==> src/rtl/cpu_pkg.sv <==
// Shared CPU core types: instruction/PC widths, opcode constants,
// fetch FSM states and the fetch buffer entry layout.
package cpu_pkg;

    localparam int INST_W = 32;
    localparam int PC_W   = 32;

    localparam logic [5:0] OP_RTYPE = 6'b000000;
    localparam logic [5:0] OP_J     = 6'b000010;
    localparam logic [5:0] OP_BEQ   = 6'b000100;
    localparam logic [5:0] OP_BNE   = 6'b000101;
    localparam logic [5:0] OP_ADDI  = 6'b001000;
    localparam logic [5:0] OP_SLTI  = 6'b001010;
    localparam logic [5:0] OP_ANDI  = 6'b001100;
    localparam logic [5:0] OP_ORI   = 6'b001101;

    typedef enum logic {
        RUN    = 1'b0,
        HALTED = 1'b1
    } fetch_state_t;

    typedef struct packed {
        logic [INST_W-1:0] inst;
        logic [PC_W-1:0]   pc;
    } fetch_entry_t;

endpackage

==> src/rtl/fetch_fifo.sv <==
// Small synchronous FIFO of {inst, pc} pairs between instruction memory and decode.
// Clear wins over push; the head reads as all-zero while empty.
module fetch_fifo
    import cpu_pkg::*;
#(
    parameter int DEPTH = 2
) (
    input  logic                       clk,
    input  logic                       rstn,
    input  logic                       push,
    input  fetch_entry_t               push_data,
    input  logic                       pop,
    input  logic                       clear,
    output logic [$clog2(DEPTH+1)-1:0] count,
    output fetch_entry_t               head
);

    localparam int AW = $clog2(DEPTH);
    localparam int CW = $clog2(DEPTH + 1);

    logic [AW-1:0] wr_ptr_q;
    logic [AW-1:0] rd_ptr_q;
    logic [CW-1:0] count_q;
    fetch_entry_t  mem_q [DEPTH];

    // NOTE: sequential state uses non-blocking assignments so every register samples pre-edge values.
    always_ff @(posedge clk or negedge rstn) begin
        if (!rstn) begin
            wr_ptr_q <= '0;
            rd_ptr_q <= '0;
            count_q  <= '0;
        end else if (clear) begin
            wr_ptr_q <= '0;
            rd_ptr_q <= '0;
            count_q  <= '0;
        end else begin
            if (push) wr_ptr_q <= wr_ptr_q + 1'b1;
            if (pop)  rd_ptr_q <= rd_ptr_q + 1'b1;
            count_q <= count_q + CW'(push) - CW'(pop);
        end
    end

    // NOTE: the storage array has no reset; count_q alone decides which entries are live.
    always_ff @(posedge clk) begin
        if (push && !clear) mem_q[wr_ptr_q] <= push_data;
    end

    assign count = count_q;
    assign head  = (count_q != '0) ? mem_q[rd_ptr_q] : '0;

    a_no_overflow: assert property (@(posedge clk) disable iff (!rstn)
        !(push && !clear && count_q == CW'(DEPTH)));
    a_no_underflow: assert property (@(posedge clk) disable iff (!rstn)
        !(pop && count_q == '0));

endmodule

==> src/rtl/fetch_unit.sv <==
// Instruction fetch stage: PC, RUN/HALTED control, one-outstanding-read credit
// issue to synchronous instruction memory, and a buffered valid/ready output.
module fetch_unit
    import cpu_pkg::*;
#(
    parameter logic [PC_W-1:0] RESET_PC = 32'h0000_0000,
    parameter int              DEPTH    = 2
) (
    input  logic              clk,
    input  logic              rstn,
    output logic              imem_en,
    output logic [PC_W-1:0]   imem_addr,
    input  logic [INST_W-1:0] imem_rdata,
    output logic              inst_valid,
    input  logic              inst_ready,
    output logic [INST_W-1:0] inst,
    output logic [PC_W-1:0]   inst_pc,
    output logic [5:0]        opecode,
    output logic [5:0]        funct,
    input  logic              redirect,
    input  logic [PC_W-1:0]   redirect_pc,
    input  logic              halt
);

    localparam int CW = $clog2(DEPTH + 1);
    localparam int OW = CW + 1;

    fetch_state_t    state_q, state_d;
    logic [PC_W-1:0] pc_q, pc_d;
    logic [PC_W-1:0] issued_pc_q;
    logic            inflight_q;
    logic [CW-1:0]   fifo_count;
    logic [OW-1:0]   outstanding;
    logic            credit_ok;
    logic            pop;
    logic            push;
    fetch_entry_t    push_entry;
    fetch_entry_t    head;
    logic            unused_redirect_lsbs;

    assign unused_redirect_lsbs = ^redirect_pc[1:0];

    assign pop  = inst_valid & inst_ready;
    assign push = inflight_q & ~redirect;

    // Words already buffered plus the one in flight must leave room after this cycle's pop.
    assign outstanding = OW'(fifo_count) + OW'(inflight_q) - OW'(pop);
    assign credit_ok   = outstanding < OW'(DEPTH);
    assign imem_en     = rstn & (state_q == RUN) & ~redirect & credit_ok;
    assign imem_addr   = pc_q;

    // NOTE: every always_comb output gets a default first so no path can infer a latch.
    always_comb begin
        state_d = state_q;
        pc_d    = pc_q;
        case (state_q)
            RUN:     if (halt && !redirect) state_d = HALTED;
            HALTED:  if (redirect) state_d = RUN;
            default: state_d = RUN;
        endcase
        if (redirect) begin
            pc_d = {redirect_pc[PC_W-1:2], 2'b00};
        end else if (imem_en) begin
            pc_d = pc_q + 32'd4;
        end
    end

    always_ff @(posedge clk or negedge rstn) begin
        if (!rstn) begin
            state_q     <= RUN;
            pc_q        <= RESET_PC;
            issued_pc_q <= RESET_PC;
            inflight_q  <= 1'b0;
        end else begin
            state_q    <= state_d;
            pc_q       <= pc_d;
            inflight_q <= imem_en;
            if (imem_en) issued_pc_q <= pc_q;
        end
    end

    assign push_entry.inst = imem_rdata;
    assign push_entry.pc   = issued_pc_q;

    fetch_fifo #(
        .DEPTH(DEPTH)
    ) u_fifo (
        .clk      (clk),
        .rstn     (rstn),
        .push     (push),
        .push_data(push_entry),
        .pop      (pop),
        .clear    (redirect),
        .count    (fifo_count),
        .head     (head)
    );

    assign inst_valid = (fifo_count != '0);
    assign inst       = head.inst;
    assign inst_pc    = head.pc;
    assign opecode    = head.inst[31:26];
    assign funct      = head.inst[5:0];

endmodule

==> config.mk <==
export PLATFORM = sky130hd
export DESIGN_NAME = fetch_unit
export DESIGN_NICKNAME = d
export VERILOG_FILES = /design/src/rtl/cpu_pkg.sv /design/src/rtl/fetch_fifo.sv /design/src/rtl/fetch_unit.sv
export SDC_FILE = /design/constraint.sdc
export NUM_CORES = 1
export LEC_CHECK = 0
export CORE_ASPECT_RATIO = 1.4
export CORE_MARGIN = 2
export CORE_UTILIZATION = 41
export DETAILED_ROUTE_END_ITERATION = 10
export GPL_TIMING_DRIVEN = 0
export PLACE_DENSITY_LB_ADDON = 0.05
export SETUP_SLACK_MARGIN = 0.3
export SYNTH_ARGS = -nofsm -noshare
export SYNTH_HDL_FRONTEND = slang
export SYNTH_SLANG_ARGS = --single-unit
==> constraint.sdc <==
create_clock -name clk -period 11.4 [get_ports clk]
set_input_delay 1.14 -clock clk [delete_from_list [all_inputs] [get_ports clk]]
set_output_delay 1.14 -clock clk [all_outputs]
set_load 0.05 [all_outputs]
==> results of run 1 <==
flip-flops by register name, indices dropped and copies added (netlist names):
name	count
inflight_q	1
u_fifo.count	2
u_fifo.rd_ptr_q	1
u_fifo.wr_ptr_q	1
state_q	1
u_fifo.mem_q	124
issued_pc_q	30
imem_addr	30
layout make-up:
class / count / area [um2] / area share [%]
well taps: 248 / 310.3 / 2.897
plain buffers: 52 / 267.8 / 2.500
clock buffers: 21 / 450.4 / 4.205
flip-flops and latches: 190 / 5375 / 50.18
repair buffers: 174 / 1767 / 16.49
clock inverters: 11 / 135.1 / 1.262
multi-input cells: 405 / 2372 / 22.15
inverters: 9 / 33.78 / 0.3154
metrics by stage:
step / cell area (um2) / util (%) / hold slack, ns / setup WS [ns] / total power, W
floorplan: 8039 / - / 0.4419 / 6.646 / 0.001803
global placement: 10070 / 52.40 / 0.4525 / 3.860 / 0.002208
detailed placement: 10130 / 52.69 / 0.4547 / 5.225 / 0.002231
CTS: 10710 / 55.74 / 0.4725 / 4.977 / 0.002825
global route: 10710 / 55.74 / 0.4774 / 4.780 / 0.002936
finish: 10710 / 55.74 / 0.4695 / 5.159 / 0.002794
worst reg2reg max path: stages (launching register included):
cell      delay (ns)
dfrtp_1         0.43
nor2_1          0.79
nor2b_1         0.20
ha_1            0.33
inv_1           0.07
nand2_1         0.07
fa_1            0.48
nand2_1         0.06
or4_4           0.55
clkbuf_1        0.30
buf_2           0.30
clkbuf_1        0.31
nand2_1         0.17
nand2_1         0.06
worst max path at each step:
| stage | start | cells after the start | to |
|---|---|---|---|
| 6_report | u_fifo.count[1] | 13 | imem_en |
| 5_1_grt | u_fifo.count[1] | 13 | imem_en |
| 4_1_cts | u_fifo.count[1] | 13 | imem_en |
| 3_5_place_dp | inst_ready | 13 | imem_en |
| 3_3_place_gp | rstn | 8 | imem_en |
| 2_1_floorplan | redirect | 3 | u_fifo.mem_q[0][10] |
per-layer routing:
layer / wire length (um) / global-route usage, % / up-vias / share of wire, %
li1: - / - / 2687 / -
met1: 8011 / 23.41 / 2718 / 42
met2: 9695 / 32.37 / 203 / 50
met3: 1169 / 4.301 / 25 / 6.1
met4: 359 / 6.797 / 0 / 1.9
met5: 0 / 0 / - / 0
cell families (layout without fill, tap and decap cells):
logic type	Yosys count	after routing	synth area share [%]
buffers and inverters	61	267	3.756
DFF	190	190	66.96
adders and majority gates	5	5	0.8729
other	1	4	0.04671
and+or+nand+nor	270	270	14.92
muxes	64	64	7.980
AOI/OAI and AO/OA	56	56	4.816
xor gates and xnor gates	6	6	0.6546
cells in the mapped netlist, types with 5 or more instances:
master / number / area (um2)
edfxtp_1: 124 / 3724
nand2_1: 122 / 457.9
nand4_1: 14 / 87.58
a21oi_1: 5 / 25.02
nor3_1: 6 / 30.03
o21ai_0: 18 / 90.09
mux2i_1: 64 / 640.6
o211ai_1: 7 / 52.55
and2_1: 5 / 31.28
clkbuf_1: 25 / 93.84
a31oi_1: 5 / 31.28
nor2_1: 83 / 311.6
inv_1: 9 / 33.78
buf_2: 7 / 35.03
buf_4: 17 / 127.6
dfrtp_1: 66 / 1652
nand3_1: 18 / 90.09
cell usage in the layout, fill, tap and decap left out, types with 5 or more instances in the layout:
cell             synthesis  final
clkdlybuf4s50_1          0    171
edfxtp_1               124    124
nand2_1                122    122
nor2_1                  83     83
dfrtp_1                 66     66
mux2i_1                 64     64
clkbuf_1                25     28
buf_4                   17     18
nand3_1                 18     18
o21ai_0                 18     18
clkbuf_16                0     17
nand4_1                 14     14
inv_1                    9      9
buf_2                    7      7
o211ai_1                 7      7
nor3_1                   6      6
a31oi_1                  5      5
a21oi_1                  5      5
power breakdown:
part | leakage (nW) | internal [W] | total (W) | switching, W
combinational | 1.76 | 0.000415 | 0.00125 | 0.000831
clock | 0.281 | 0.000333 | 0.000588 | 0.000255
sequential | 1.95 | 0.000875 | 0.000959 | 0.0000835
==> impl_metrics.tcl, run 1 <==
set metrics [dict create \
    syn2layout_area_growth_pct 33.43 \
    diodes 0 \
    chipWidth_um 122.3 \
    nFillCells 1701 \
    finalSetupViolCount 0 \
    reg2regPathDepth 13 \
    cts_setup_buffers 0 \
    dp_hpwl_um 13280 \
    critPathLaunchType "register" \
    grt_pass1_wl_um 30250 \
    cts.repair.resized 0 \
    grt_max_degree 68 \
    core_area_mm2 0.01922 \
    ys_ff_latch 190 \
    worst-path-buf-inv 6 \
    cts-buffers-inserted 17 \
    fin_skew_ns 0.01187 \
    rows 60 \
    slowest_stage "clkdlybuf4s50_1" \
    drt_pass1_iterations 5 \
    io_buffers 172 \
    final_hold_viol_count 0 \
    htree_levels 4 \
    syn_area_per_cell_um2 12.29 \
    cts_hold_buf 0 \
    leakage_nw 3.996 \
    die_height_um 169.6 \
    drcViolationCount 0 \
    cp_max_fo 11 \
    status "completed" \
    overflow 0 \
    grt_usage_pct 18.96 \
    cts_tree "built" \
    clk_pin_slew_worst_paths_ns 0.07 \
    drive_gt1_share_pct 7.773 \
    grt_pass1_vias 5820 \
    crit_type "register to primary output" \
    start_util_pct 41.77 \
    synth-async-reset-ratio_pct 34.74 \
    syn-cell-area_mm2 0.008028 \
    maxCapViolCount 0 \
    arrival_ns 5.10 \
    hp-start "issued_pc_q[30]" \
    yosysUniqueCellTypes 45 \
    synth-main-ff-cell "edfxtp_1" \
    drv_slew 0 \
    vias_per_cell 5.075 \
    crit_family "buffers and inverters" \
    final_net_count 923 \
    drt_wl_total_um 19240 \
    worstMarginPinSlew_ns 0.9961 \
    place.gp.congestion 0.8953 \
    p_per_area_mw_per_mm2 260.8 \
    min_period_ns 6.241 \
    postSynthCellCount 653 \
    vias 5633 \
    whs_path_depth 0 \
    drt_iter0_markers 413 \
    end_kind "primary output" \
    finalNonFillerCells 1110 \
    r2r-start "u_fifo.count[1]" \
    antenna_left 0 \
    clk_path_buf_depth 2 \
    timing.rr.end "issued_pc_q[2]" \
    max_freq_ghz 0.1602 \
    maxSlewHeadroom_pct 33.35 \
    cts_sinks 190 \
    die_area_mm2 0.02073 \
    io_pins 179 \
    dpl.cell_count 1078 \
    crit_path_cell_trace "nor2_1 > nor2b_1 > ha_1 > inv_1 > nand2_1 > fa_1 > nand2_1 > or4_4 > inv_1 > buf_4 > buf_2 > buf_2 > clkdlybuf4s50_1" \
    required_ns 10.26 \
    ys.warnings.count 0 \
    clk_latency_ns 0.43 \
    period_share_pct 54.74 \
    ys_seq_area_share_pct 66.96 \
    ir_drop_uv 103.6 \
    slowest_delay_ns 0.85 \
    synth_edf_count 124 \
    ff2ff_setup_slack_ns 7.18 \
    antenna_found_initial 0 \
    hold_path.class "register to register" \
    setup_tns_ns 0 \
    wl_per_cell_um 17.33 \
    cts_root_buf "clkbuf_16" \
    whs_endpoint "u_fifo.mem_q[0][30]" \
    rsz0062_at_grt "false" \
]
Power figures use the tool's default switching activity.
==> run 2: changes to the inputs <==
clock period = 5.7 ns   (was 11.4 ns; I/O delays follow)
==> run 2 against run 1 <==
  * Combinational power rose by 99%
  * Critical path type unchanged
  * Final cell count is the same
  * Register-to-register slack got worse by 5.2 ns
  * Core utilization grew 0.052 points
  * First-iteration DRC count fell by 2.7%
  * Hold slack got worse by 0.21 ns
  * Critical path depth unchanged
  * Clock skew up 0.00057 ns
==> impl_metrics.tcl, run 2 (synthesized netlist as in run 1, its figures left out) <==
set metrics [dict create \
    die_height_um 169.6 \
    period_share_pct 83.62 \
    drt_iter0_markers 402 \
    largest_reg_flops 124 \
    grt_pass1_wl_um 30280 \
    min_period_ns 4.767 \
    clk_latency_ns 0.43 \
    grt_pass1_vias 5814 \
    core_area_mm2 0.01922 \
    max_freq_ghz 0.2098 \
    grt_max_degree 68 \
    final_cell_mix "170 x clkdlybuf4s50_1, 124 x edfxtp_1, 122 x nand2_1, 82 x nor2_1, 66 x dfrtp_1" \
    finalSetupViolCount 0 \
    rsz0062_at_grt "false" \
    status "completed" \
    p_per_area_mw_per_mm2 521.8 \
    wl_per_cell_um 17.35 \
    worstMarginPinSlew_ns 0.9136 \
    ir_drop_uv 208.0 \
    cp.depth 13 \
    place.gp.congestion 0.8953 \
    rows 60 \
    slowest_delay_ns 0.55 \
    slowest_stage "or4_4" \
    die_area_mm2 0.02073 \
    dp_hpwl_um 13280 \
    drv_slew 0 \
    htree_levels 4 \
    io_buffers 172 \
    cts_hold_buf 0 \
    clk_path_buf_depth 2 \
    required_ns 5.13 \
    clk_pin_slew_worst_paths_ns 0.07 \
    fin_skew_ns 0.01244 \
    syn2layout_area_growth_pct 33.56 \
    cts_tree "built" \
    io_pins 179 \
    crit_family "buffers and inverters" \
    drt_pass1_iterations 5 \
    nFillCells 1700 \
    leakage_nw 4.015 \
    cts_sinks 190 \
    antenna_found_initial 0 \
    crit_path_cell_trace "nor2_4 > nor2b_1 > ha_1 > inv_1 > nand2_1 > fa_1 > nand2_1 > or4_4 > inv_1 > buf_4 > buf_2 > buf_2 > dlymetal6s2s_1" \
    final_common_cell "clkdlybuf4s50_1" \
    crit_type "register to primary output" \
    vias 5650 \
    fin_area_mm2 0.01072 \
    start_util_pct 41.77 \
    chipWidth_um 122.3 \
    maxSlewHeadroom_pct 39.10 \
    diodes 0 \
    postPlaceCellArea_mm2 0.01013 \
    vias_per_cell 5.090 \
    drcViolationCount 0 \
    drive_gt1_share_pct 7.889 \
    arrival_ns 4.20 \
    reg2regPathDepth 13 \
    largest_register "u_fifo.mem_q" \
    grt_usage_pct 18.98 \
    final_hold_viol_count 0 \
    final_net_count 923 \
    hold_path.class "input port to async pin" \
    critPathLaunchType "register" \
    hold_ws_ns 0.2552 \
    drt_wl_total_um 19260 \
    cts_root_buf "clkbuf_16" \
    maxCapViolCount 0 \
    antenna_left 0 \
    cts-buffers-inserted 17 \
    cp_max_fo 11 \
    worst-path-buf-inv 6 \
    overflow 0 \
    end_kind "primary output" \
]
[run 2: changes by cell type in the layout (fill, tap and decap cells not counted), sizes merged]
cell / before / now
dlymetal6s2s: 0 / 1
clkdlybuf4s50: 171 / 170
[run 2: final timing paths]
path / from / end / slack [ns]
worst max-delay path: u_fifo.count[1] / imem_en / 0.93
worst min-delay path: rstn / issued_pc_q[30] / 0.26
worst max register to register: u_fifo.count[1] / issued_pc_q[2] / 1.99
worst min register to register: issued_pc_q[30] / u_fifo.mem_q[0][30] / 0.47
max in group asynchronous: rstn / u_fifo.wr_ptr_q / 4.83
min in group clk: issued_pc_q[30] / u_fifo.mem_q[0][30] / 0.47
[run 2: report_power, final]
part / leakage, nW / switching [W] / internal, W
clock: 0.281 / 0.000513 / 0.000666
sequential: 1.95 / 0.000170 / 0.00175
combinational: 1.78 / 0.00166 / 0.000833
total: 4.02 / 0.00234 / 0.00325
[run 2: repair_timing]
| item | 4_1_cts | 5_1_grt |
|---|---|---|
| setup endpoints to repair | 1 | 1 |
| buffers inserted | 0 | 0 |
| resized for setup | 2 | 1 |
[run 2: layout make-up]
class	instances	area, um2	area share [%]
sequential	190	5375	50.13
multi-input combinational	405	2380	22.20
timing repair buffer	174	1769	16.50
clock buffer	21	450.4	4.201
tap	248	310.3	2.894
buffer	52	267.8	2.497
clock inverter	11	135.1	1.260
inverter	9	33.78	0.3151
[run 2: routing by layer]
metal | vias to the layer above | global-route usage (%) | routed length (um)
li1 | 2688 | - | -
met1 | 2727 | 23.46 | 8039
met2 | 210 | 32.37 | 9729
met3 | 25 | 4.301 | 1134
met4 | 0 | 6.797 | 357
met5 | - | 0 | 0
[run 2: through the flow]
step | worst slack (ns) | total power [W] | TNS, ns | util, % | cells
6_report | 0.9334 | 0.005594 | 0 | 55.79 | 1110
4_1_cts | 0.4305 | 0.005654 | 0 | 55.77 | 1110
2_1_floorplan | 1.516 | 0.003606 | 0 | - | 656
3_5_place_dp | 0.3300 | 0.004461 | 0 | 52.69 | 1078
3_3_place_gp | -0.8054 | 0.004415 | -50.21 | 52.40 | 1076
5_1_grt | 0.6366 | 0.005876 | 0 | 55.79 | 1110
==> run 3: changes to the inputs <==
clock period = 4.3 ns   (was 5.7 ns; I/O delays follow)
==> run 3 against run 2 <==
  * Hold slack worse by 0.15 ns
  * Combinational power rose by 34%
  * Sequential power increased by 33%
  * Flip-flop and latch count unchanged
  * Register-to-register slack worse by 1.0 ns
  * Clock power rose by 26%
  * Critical path depth unchanged
  * Setup slack lost 0.43 ns
  * Sequential share of layout area about the same
  * Critical endpoint unchanged
  * Global-route usage down 0.22 points
  * Die area stayed put
==> impl_metrics.tcl, run 3 (synthesized netlist as in run 1, its figures left out) <==
set metrics [dict create \
    status "completed" \
    cts_tree "built" \
    die_area_mm2 0.02073 \
    top_layer "met4" \
    ir_drop_uv 248.3 \
    drive_gt1_share_pct 8.575 \
    nFillCells 1723 \
    antenna_left 0 \
    maxCapViolCount 0 \
    maxSlewHeadroom_pct 39.36 \
    syn2layout_area_growth_pct 33.59 \
    rows 60 \
    p_per_area_mw_per_mm2 687.2 \
    drcViolationCount 0 \
    worstMarginPinSlew_ns 0.9096 \
    drt_wl_total_um 19090 \
    leakage_nw 4.001 \
    dp_hpwl_um 13080 \
    place.gp.congestion 0.8919 \
    largest_register "u_fifo.mem_q" \
    htree_levels 4 \
    cts-buffers-inserted 17 \
    cp_max_fo 11 \
    chipWidth_um 122.3 \
    io_buffers 172 \
    cts_hold_buf 0 \
    period_share_pct 88.37 \
    grt_pass1_wl_um 29750 \
    required_ns 3.87 \
    fin_skew_ns 0.01459 \
    largest_reg_flops 124 \
    end_kind "primary output" \
    clk_path_buf_depth 2 \
    min_period_ns 3.800 \
    diodes 0 \
    critPathLaunchType "input port" \
    vias 5659 \
    core_area_mm2 0.01922 \
    setup_tns_ns 0 \
    cts_sinks 190 \
    dpl.cell_count 1078 \
    final_net_count 924 \
    final_common_cell "clkdlybuf4s50_1" \
    postLayoutCoreUtil_pct 55.80 \
    grt_max_degree 68 \
    clk_pin_slew_worst_paths_ns 0.07 \
    met3_length_um 1231 \
    rsz0062_at_grt "false" \
    start_util_pct 41.77 \
    cts_root_buf "clkbuf_16" \
    antenna_found_initial 0 \
    finalNonFillerCells 1111 \
    finalSetupViolCount 0 \
    drt_iter0_markers 486 \
    die_height_um 169.6 \
    hold_path.class "input port to async pin" \
    crit_type "input port to primary output" \
    wl_per_cell_um 17.19 \
    drv_slew 0 \
    overflow 0 \
    max_freq_ghz 0.2632 \
    power_w 0.007369 \
    multi_input_area_mm2 0.002382 \
    final_hold_viol_count 0 \
    io_pins 179 \
    vias_per_cell 5.094 \
    final_cell_mix "170 x clkdlybuf4s50_1, 124 x edfxtp_1, 122 x nand2_1, 82 x nor2_1, 65 x dfrtp_1" \
    grt_pass1_vias 5731 \
    clk_latency_ns 0.42 \
    arrival_ns 3.37 \
    met1Wirelength_um 8056 \
    register_area_mm2 0.005376 \
    drt_pass1_iterations 5 \
    grt_usage_pct 18.75 \
    met2_wirelength_um 9653 \
]
## run 3: routing by layer
metal  up-vias  track usage (%)
met3        12            4.469
met5         -                0
met4         0            6.247
met1      2734            23.29
met2       223            31.96
li1       2690                -
## run 3: path summary, 6_finish.rpt
path,from,endpoint,slack (ns),cells past startpoint
setup / recovery,inst_ready,imem_en,0.50,13
hold / removal,rstn,issued_pc_q[27],0.11,1
setup reg to reg,u_fifo.count[1],issued_pc_q[27],0.99,13
hold reg to reg,issued_pc_q[5],u_fifo.mem_q[0][5],0.48,0
max in group asynchronous,rstn,u_fifo.count[1],3.51,1
min in group clk,issued_pc_q[5],u_fifo.mem_q[0][5],0.48,0
## run 3: through the flow
step | cell area (um2) | setup WS, ns | hold slack [ns]
2_1_floorplan | 8041 | 0.8146 | 0.1344
3_3_place_gp | 10070 | -1.837 | 0.4526
3_5_place_dp | 10130 | -0.8752 | 0.4596
4_1_cts | 10710 | 0.3160 | 0.1469
5_1_grt | 10720 | 0.3385 | 0.1682
6_report | 10720 | 0.5002 | 0.1054
## run 3: worst max-delay path, cell delays in order
cell	delay (ns)
clkdlybuf4s50_1	0.46
nor2b_2	0.17
ha_1	0.25
inv_1	0.08
nand2_1	0.07
fa_1	0.48
nand2_1	0.05
or4_4	0.54
inv_1	0.09
buf_4	0.19
buf_6	0.17
buf_6	0.16
buf_4	0.21
## run 3: final cells by class
class | count | share of cell area (%)
Buffer | 52 | 2.613
Multi-Input combinational cell | 405 | 22.21
Clock buffer | 20 | 4.364
Clock inverter | 12 | 0.9450
Tap cell | 248 | 2.893
Sequential cell | 190 | 50.13
Inverter | 9 | 0.3150
Timing Repair Buffer | 175 | 16.52
## run 3: where the power goes
| part | internal [W] | switching [W] |
|---|---|---|
| registers | 0.00232 | 0.000226 |
| logic | 0.00112 | 0.00221 |
| clock network | 0.000805 | 0.000690 |
| total | 0.00425 | 0.00312 |
## run 3: timing repair
item,in CTS,in global routing
buffers inserted,1,0
endpoints found under the hold margin,0,0
endpoints found under the setup margin,53,1
gates resized for setup,11,3
pin swaps,1,0
